**src/rtl/uart_pkg.sv**
```systemverilog
// Shared UART definitions: receiver FSM states, oversampling constants and the
// three-sample majority vote used for every bit decision.
package uart_pkg;

  typedef enum logic [1:0] {
    IDLE  = 2'd0,
    START = 2'd1,
    DATA  = 2'd2,
    STOP  = 2'd3
  } rx_state_e;

  localparam int OVERSAMPLE = 16;
  localparam int SAMPLE_LO  = 7;
  localparam int SAMPLE_MID = 8;
  localparam int SAMPLE_HI  = 9;
  localparam int DATA_BITS  = 8;

  function automatic logic maj3(input logic a, input logic b, input logic c);
    return (a & b) | (a & c) | (b & c);
  endfunction

endpackage

```
**src/rtl/sync_fifo.sv**
```systemverilog
// Single-clock FIFO with extra-MSB pointers; head word is read combinationally
// from the storage array. A pop on a full FIFO frees room for a same-cycle push.
module sync_fifo #(
  parameter int DEPTH = 4,
  parameter int WIDTH = 8
) (
  input  logic             clk,
  input  logic             rst,
  input  logic             push,
  input  logic [WIDTH-1:0] wdata,
  input  logic             pop,
  output logic [WIDTH-1:0] rdata,
  output logic             full,
  output logic             empty
);

  localparam int AW = $clog2(DEPTH);

  logic [AW:0]      wr_ptr;
  logic [AW:0]      rd_ptr;
  logic [WIDTH-1:0] mem [DEPTH];
  logic             do_pop;
  logic             do_push;

  assign empty   = (wr_ptr == rd_ptr);
  assign full    = (wr_ptr[AW] != rd_ptr[AW]) && (wr_ptr[AW-1:0] == rd_ptr[AW-1:0]);
  assign do_pop  = pop && !empty;
  assign do_push = push && (!full || do_pop);
  assign rdata   = mem[rd_ptr[AW-1:0]];

  // Storage is cleared on reset so the head word reads as zero afterwards.
  always_ff @(posedge clk) begin
    if (rst) begin
      wr_ptr <= '0;
      rd_ptr <= '0;
      for (int i = 0; i < DEPTH; i++) mem[i] <= '0;
    end else begin
      if (do_push) begin
        mem[wr_ptr[AW-1:0]] <= wdata;
        wr_ptr              <= wr_ptr + 1'b1;
      end
      if (do_pop) rd_ptr <= rd_ptr + 1'b1;
    end
  end

endmodule

```
**src/rtl/uart_rx_fifo.sv**
```systemverilog
// UART 8N1 receiver: 16x oversampling with mid-bit majority vote, feeding a
// byte FIFO. Flags framing errors and sticky overflow.
module uart_rx_fifo
  import uart_pkg::*;
#(
  parameter int DEPTH = 4,
  parameter int DIV_W = 16
) (
  input  logic             clk,
  input  logic             rst,
  input  logic             rx_en,
  input  logic             data_in,
  input  logic [DIV_W-1:0] baud_div,
  input  logic             rd,
  output logic [7:0]       data_out,
  output logic             empty,
  output logic             full,
  output logic             done,
  output logic             err,
  output logic             overflow,
  output logic [1:0]       dbg_state
);

  localparam logic [1:0] ST_IDLE  = IDLE;
  localparam logic [1:0] ST_START = START;
  localparam logic [1:0] ST_DATA  = DATA;
  localparam logic [1:0] ST_STOP  = STOP;

  logic             sync1;
  logic             rxs;
  logic [DIV_W-1:0] cnt;
  logic [DIV_W-1:0] div_eff;
  logic             tick;
  logic [1:0]       state;
  logic [3:0]       s;
  logic [2:0]       b;
  logic [1:0]       smp;
  logic             start_vote;
  logic [7:0]       shreg;
  logic             vote;
  logic             start_det;
  logic             stop_eval;
  logic             push_frame;
  logic             frame_err;

  assign dbg_state = state;

  always_ff @(posedge clk) begin
    if (rst) begin
      sync1 <= 1'b1;
      rxs   <= 1'b1;
    end else begin
      sync1 <= data_in;
      rxs   <= sync1;
    end
  end

  assign div_eff = (baud_div == '0) ? DIV_W'(1) : baud_div;
  assign tick    = (cnt == div_eff - DIV_W'(1));

  // Restarting the divider at the detected edge centres the samples in each bit.
  assign start_det = rx_en && (state == ST_IDLE) && !rxs;

  always_ff @(posedge clk) begin
    if (rst || start_det || tick) cnt <= '0;
    else                          cnt <= cnt + DIV_W'(1);
  end

  // Samples 7 and 8 are stored; the vote completes with the live sample 9.
  assign vote       = maj3(smp[0], smp[1], rxs);
  assign stop_eval  = rx_en && (state == ST_STOP) && tick && (s == 4'(SAMPLE_HI));
  assign push_frame = stop_eval && vote;
  assign frame_err  = stop_eval && !vote;

  always_ff @(posedge clk) begin
    if (rst) begin
      state      <= ST_IDLE;
      s          <= '0;
      b          <= '0;
      smp        <= '0;
      start_vote <= 1'b1;
      shreg      <= '0;
      done       <= 1'b0;
      err        <= 1'b0;
    end else begin
      done <= push_frame;
      err  <= frame_err;
      if (!rx_en) begin
        state <= ST_IDLE;
      end else begin
        case (state)
          ST_IDLE: begin
            if (!rxs) begin
              state <= ST_START;
              s     <= '0;
            end
          end
          ST_START, ST_DATA, ST_STOP: begin
            if (tick) begin
              s <= s + 4'd1;
              if (s == 4'(SAMPLE_LO))  smp[0] <= rxs;
              if (s == 4'(SAMPLE_MID)) smp[1] <= rxs;
              if (s == 4'(SAMPLE_HI)) begin
                if (state == ST_START) start_vote <= vote;
                if (state == ST_DATA)  shreg      <= {vote, shreg[7:1]};
                if (state == ST_STOP)  state      <= ST_IDLE;
              end
              if (s == 4'(OVERSAMPLE - 1)) begin
                if (state == ST_START) begin
                  if (!start_vote) begin
                    state <= ST_DATA;
                    b     <= '0;
                  end else begin
                    state <= ST_IDLE;
                  end
                end else if (state == ST_DATA) begin
                  if (b == 3'(DATA_BITS - 1)) state <= ST_STOP;
                  else                        b     <= b + 3'd1;
                end
              end
            end
          end
          default: state <= ST_IDLE;
        endcase
      end
    end
  end

  // A pop while full frees a slot, so only an unpopped full FIFO drops the byte.
  always_ff @(posedge clk) begin
    if (rst)                             overflow <= 1'b0;
    else if (push_frame && full && !rd)  overflow <= 1'b1;
  end

  sync_fifo #(
    .DEPTH (DEPTH),
    .WIDTH (8)
  ) u_fifo (
    .clk   (clk),
    .rst   (rst),
    .push  (push_frame),
    .wdata (shreg),
    .pop   (rd),
    .rdata (data_out),
    .full  (full),
    .empty (empty)
  );

endmodule
```
**config.mk**
```make
export PLATFORM = sky130hd
export DESIGN_NAME = uart_rx_fifo
export DESIGN_NICKNAME = d
export VERILOG_FILES = /design/src/rtl/uart_pkg.sv /design/src/rtl/sync_fifo.sv /design/src/rtl/uart_rx_fifo.sv
export SDC_FILE = /design/constraint.sdc
export NUM_CORES = 1
export LEC_CHECK = 0
export ABC_AREA = 1
export BUFFER_PORTS_ARGS = -buffer_cell sky130_fd_sc_hd__clkbuf_2
export CORE_ASPECT_RATIO = 1.1
export CORE_MARGIN = 1
export CORE_UTILIZATION = 35
export CTS_CLUSTER_DIAMETER = 60
export DETAILED_ROUTE_END_ITERATION = 10
export PLACE_DENSITY = 0.48
export SLEW_MARGIN = 20
export SYNTH_ARGS = -nofsm -noshare
export SYNTH_HDL_FRONTEND = slang
export SYNTH_SLANG_ARGS = --single-unit
```
**constraint.sdc**
```tcl
create_clock -name clk -period 4.2 [get_ports clk]
set_input_delay 0.42 -clock clk [delete_from_list [all_inputs] [get_ports clk]]
set_output_delay 0.42 -clock clk [all_outputs]
set_load 0.03 [all_outputs]
```
# Word-level counts from Yosys, hierarchy flattened
# Memory sizes are Yosys's and may differ from the RTL's. A register that Yosys moved wholly into a read port is not among the register bits.
# Cells that the tools add are included.
totals:
  reg_bits: 47
  latchBits: 0
  ramBits: 32
  rom_bits: 0
  output_inout_bits: 15
  n_memories: 1
classes:
  addsub: 6
  multipliers: 0
  n_div: 0
  n_lt_le_gt_ge: 0
  n_eq_ne: 16
  n_shift: 0
  muxes: 28
  bitwise: 6
  n_reduce_logical: 33
memory_table:
  columns: ["name", "depth", "width", "rd", "rd_clocked_by_memory_dff", "wr", "line", "text"]
  rows:
  - ["u_fifo.mem", 4, 8, 1, 1, 4, "sync_fifo.sv:21", "logic [WIDTH-1:0] mem [DEPTH];"]
ops:
  columns: ["operator", "n"]
  rows:
  - ["two-way mux 2 bit", 12]
  - ["adder 16 x 1 -> 16 bit, second input constant", 1]
  - ["equality test 16 bit", 1]
  - ["zero test 16 bit", 1]
  - ["two-way mux 16 bit", 1]
  - ["subtractor 16 x 1 -> 16 bit, second input constant", 1]
  - ["equality test 4 bit, second input constant", 3]
  - ["logical AND 1 bit", 12]
  - ["two-way mux 3 bit", 4]
  - ["AND reduction 5 bit", 2]
  - ["adder 3 x 1 -> 3 bit, second input constant", 3]
  - ["two-way mux 4 bit", 2]
  - ["two-way mux 8 bit", 1]
  - ["inequality test 2 bit, second input constant", 4]
  - ["one-hot mux 4 bit (2 select lines)", 1]
  - ["AND reduction 4 bit", 2]
  - ["OR reduction 8 bit", 1]
  - ["AND reduction 7 bit", 1]
  - ["two-way mux 1 bit", 6]
  - ["zero test 1 bit", 5]
  - ["adder 4 x 1 -> 4 bit, second input constant", 1]
  - ["equality test 2 bit, second input constant", 2]
  - ["equality test 4 x 3 -> 1 bit, second input constant", 1]
  - ["one-hot mux 2 bit (2 select lines)", 1]
  - ["other kinds (15)", 20]

# Logic depth before layout (Yosys ltp)
logic_depth:
  depth_word: 13
  mapped_depth: 24
  depth_no_buf: 24

# Modules after synthesis
# A second synthesis with hierarchy kept.
hier_totals:
  cells_unflattened: 665
  hier_area_um2: 4973.5
by_module_without_submodules:
  columns: ["module", "n_inst", "cells_per_inst", "area_each_um2", "seq_area_each_um2"]
  rows:
  - ["uart_rx_fifo", 1, 480, 3052.9, 820.8]
  - ["sync_fifo", 1, 185, 1920.6, 1121.1]

# Worst setup path after synthesis
# No wires, ideal clock.
synth_path:
  kind: "input-to-reg"
  start: "input port baud_div[4]"
  end: "memory u_fifo.mem[0][0], enable pin"
  setup_ps: 329
  t_arrival_ps: 2745
  slack_ps: 1127
  cell_stages: 20
  path_buffers: 0
  path_cell_list: "nor2_1 -> nand2_1 -> nor2_4 -> nand2_2 -> nand2_1 -> inv_1 -> ha_1 -> nand2_2 -> nor2_2 -> xnor2_1 -> inv_1 -> nand2_1 -> nand4_1 -> nor2_1 -> nand3_1 -> nor2_2 -> nand4_4 -> nor2_8 -> nand4_4 -> nand2_1"
synth_lines:
  columns: ["element", "line", "text"]
  rows:
  - ["start: declaration", "uart_rx_fifo.sv:13", "input logic [DIV_W-1:0] baud_div,"]
  - ["end: declaration", "sync_fifo.sv:21", null]

==> results_dict.tcl <==
set metrics [dict create \
    hold_buffers 0 \
    failed_checks "design-rule violations" \
    fin_setup_tns_ns 0 \
    yosysSeqAreaShare 0.416 \
    drt.antenna.violating_nets 0 \
    remaining_drc_errors 2 \
    period_minus_slack_ns 3.27 \
    critical_path.most_common_cell "sky130_fd_sc_hd__nand2_1" \
    detail_route.vias_per_cell 4.86 \
    die_width_um 112 \
    wirelength_um 11300 \
    timing_hold_violations_final 0 \
    finalPower_uw 1910 \
    cts_root_buf "sky130_fd_sc_hd__clkbuf_16" \
    hold_path.class "primary input to flop" \
    post-route-period-util 0.779 \
    critical_path_class "primary input to flop" \
    critPathArrivalTime_ns 3.28 \
    ctsResizeCount 0 \
    cts_inserted_buffers 9 \
    placeableCoreArea_um2 12800 \
    setup_viol_count_final 0 \
    startpoint_class "primary input" \
    global_route.usage.total 0.177 \
    cts_tree "done" \
    antenna_found_initial 0 \
    violation_count_after_the_first_detailed_routing_iteration 149 \
    finClkSkew_ns 0.00824 \
    run_status "finished with violations" \
    max-cap-violations 0 \
    synth.area.top_cells "sky130_fd_sc_hd__dfxtp_1, sky130_fd_sc_hd__edfxtp_1, sky130_fd_sc_hd__nor2_1" \
    final_area_um2 5320 \
    fin_hold_ws_ns 0.262 \
    power_density_nw_per_um2 359 \
    regToRegSetupSlack_ns 1.58 \
    largest_net_degree_at_the_start_of_global_routing 23 \
    syn-num-nets 650 \
    die-area_um2 13800 \
    timing.critical_path.fanout_max 9 \
    slew-limit-headroom 0.434 \
    clock_latency_ns 0.34 \
    synth_seq_cells 81 \
    post_cts.repair.setup_buffers 0 \
    synth_cell_type_count 45 \
    first_global_vias 3877 \
    grt_setup_unrepaired "no" \
    final_net_count 690 \
    clk_pin_slew_ns 0.06 \
    cpPeakStageDelay_ns 0.32 \
    synthDominantCellAreaShare 0.210 \
    clkSinkCount 81 \
    placed_cell_area_um2 5010 \
    vias 3966 \
    drive_gt1_frac 0.124 \
    tightest_pin_transition_ns 0.845 \
    max-vdd-ir-drop_v 0.000129 \
    antennaDiodeCount 0 \
    synth.largest_area_cell "sky130_fd_sc_hd__dfxtp_1" \
    grt_pass1_wl_um 18700 \
    clock_path_buffers 2 \
    floorplan.initialDensity 0.364 \
    area_delta_synth_final_pct 14.1 \
    critical_path.cell_chain "clkbuf_2 > nor2_1 > nand2_1 > nor2_4 > nand2_2 > nand2_1 > inv_1 > ha_1 > nand2_2 > nor2_2 > xnor2_1 > inv_1 > nand2_1 > nand4_1 > nor2_1 > nand3_1 > nor2_2 > nand4_4 > nor2_8 > nand4_4 > nand2_1" \
    io_buffers 35 \
    dr.pass1.iters 7 \
    globalplace.congestion 0.878 \
    wl_per_cell_um 13.8 \
    timing.fmax_mhz 306 \
    leakage_uw 0.00218 \
    slew_violations 0 \
    overflow 0 \
    worstPathRequired_ns 4.21 \
    dp_hpwl_um 8920 \
    post_synth.cell_area_avg_um2 7.60 \
    netlist_instances 614 \
    fp.dieH_um 123 \
    yosys_warnings 0 \
    endpoint_kind "flop" \
    boundary_pins 36 \
    row_cnt 43 \
    cell_with_the_biggest_individual_delay_on_the_critical_path "sky130_fd_sc_hd__nand2_1" \
    syn_area_um2 4660 \
    cts_htree_levels 3 \
]
sequential cells by signal, indices dropped and copies added, names as in the netlist, named ones only:
| name | count |
|---|---|
| cnt | 16 |
| u_fifo.rd_ptr | 3 |
| dbg_state | 2 |
| u_fifo.wr_ptr | 3 |
| err | 1 |
| b | 3 |
| start_vote | 1 |
| done | 1 |
| u_fifo.mem | 32 |
| s | 4 |
| shreg | 8 |
| rxs | 1 |
| smp | 2 |
| overflow | 1 |
| sync1 | 1 |
cells in the mapped netlist (all sizes together):
library cell and n:
clkbuf 5, nand3b 5, a21boi 1, nand4 22
o22ai 8, ha 15, edfxtp 32, dfxtp 49
buf 4, a211oi 1, nor4 1, maj3 1
o21ai 42, o211a 1, nor3b 2, and2 1
o31ai 1, nor2 124, a31oi 1, o211ai 1
xnor2 8, xnor3 1, xor2 14, a21oi 29
nand2b 1, a21o 1, or2 4, inv 81
and3 2, o21a 1, nor3 7, nand2 111
nand3 37
logic make-up after synthesis:
group / share of synthesized area
buffers and inverters: 0.0746
adder cells (fa/ha/maj): 0.0424
flip-flops: 0.416
AND/OR/NAND/NOR: 0.321
AO/OA/AOI/OAI: 0.100
XOR/XNOR: 0.0461
power by group:
group | total (uW) | switching [uW] | internal (uW)
sequential | 860 | 19.7 | 840
clock | 810 | 343 | 467
combinational | 240 | 165 | 74.9
total | 1910 | 528 | 1380
routing by layer:
metal  track usage  routed length (um)
met1         0.197                4970
met4        0.0733                 262
met3        0.0368                 296
met5             0                   0
met2         0.330                5740
worst paths after layout:
kind / start / to / cells past startpoint
hold / removal: data_in / sync1$_SDFF_PP1_ / 2
setup reg to reg: cnt[2]$_SDFF_PP0_ / u_fifo.mem[0][6]$_SDFFCE_PN0P_ / 12
hold reg to reg: sync1$_SDFF_PP1_ / rxs$_SDFF_PP1_ / 1
setup / recovery: baud_div[4] / u_fifo.mem[0][6]$_SDFFCE_PN0P_ / 21
cells in the final DEF (no fill, tap or decap), types with 16 or more instances in the layout:
master	Yosys	final
sky130_fd_sc_hd__o21ai_0	38	38
sky130_fd_sc_hd__nor2_1	116	116
sky130_fd_sc_hd__dfxtp_1	49	49
sky130_fd_sc_hd__nand2_1	106	106
sky130_fd_sc_hd__nand4_1	16	16
sky130_fd_sc_hd__nand3_1	35	35
sky130_fd_sc_hd__inv_1	78	78
sky130_fd_sc_hd__a21oi_1	29	29
sky130_fd_sc_hd__edfxtp_1	32	32
sky130_fd_sc_hd__clkbuf_2	0	35
critical path: cells and delay by family:
kind | cells | cell delay [ns]
AND/OR/NAND/NOR | 16 | 2.21
buffers and inverters | 3 | 0.23
adder cells (fa/ha/maj) | 1 | 0.22
XOR/XNOR | 1 | 0.19
layout make-up:
cell class	instances	area [um2]
Clock buffer	9	225
Clock inverter	7	80.1
Fill cell	1350	7480
Inverter	81	304
Multi-Input combinational cell	443	2370
Sequential cell	81	1940
Tap cell	157	196
Timing Repair Buffer	38	198
through the flow:
stage               std cells  utilization  setup WS [ns]
floorplan                 614            -           1.13
CTS                       816        0.415          0.935
global placement          800        0.392          0.645
global route              816        0.415          0.543
detailed placement        800        0.392          0.571
finish                    816        0.415          0.929
Power figures use the tool's default switching activity.
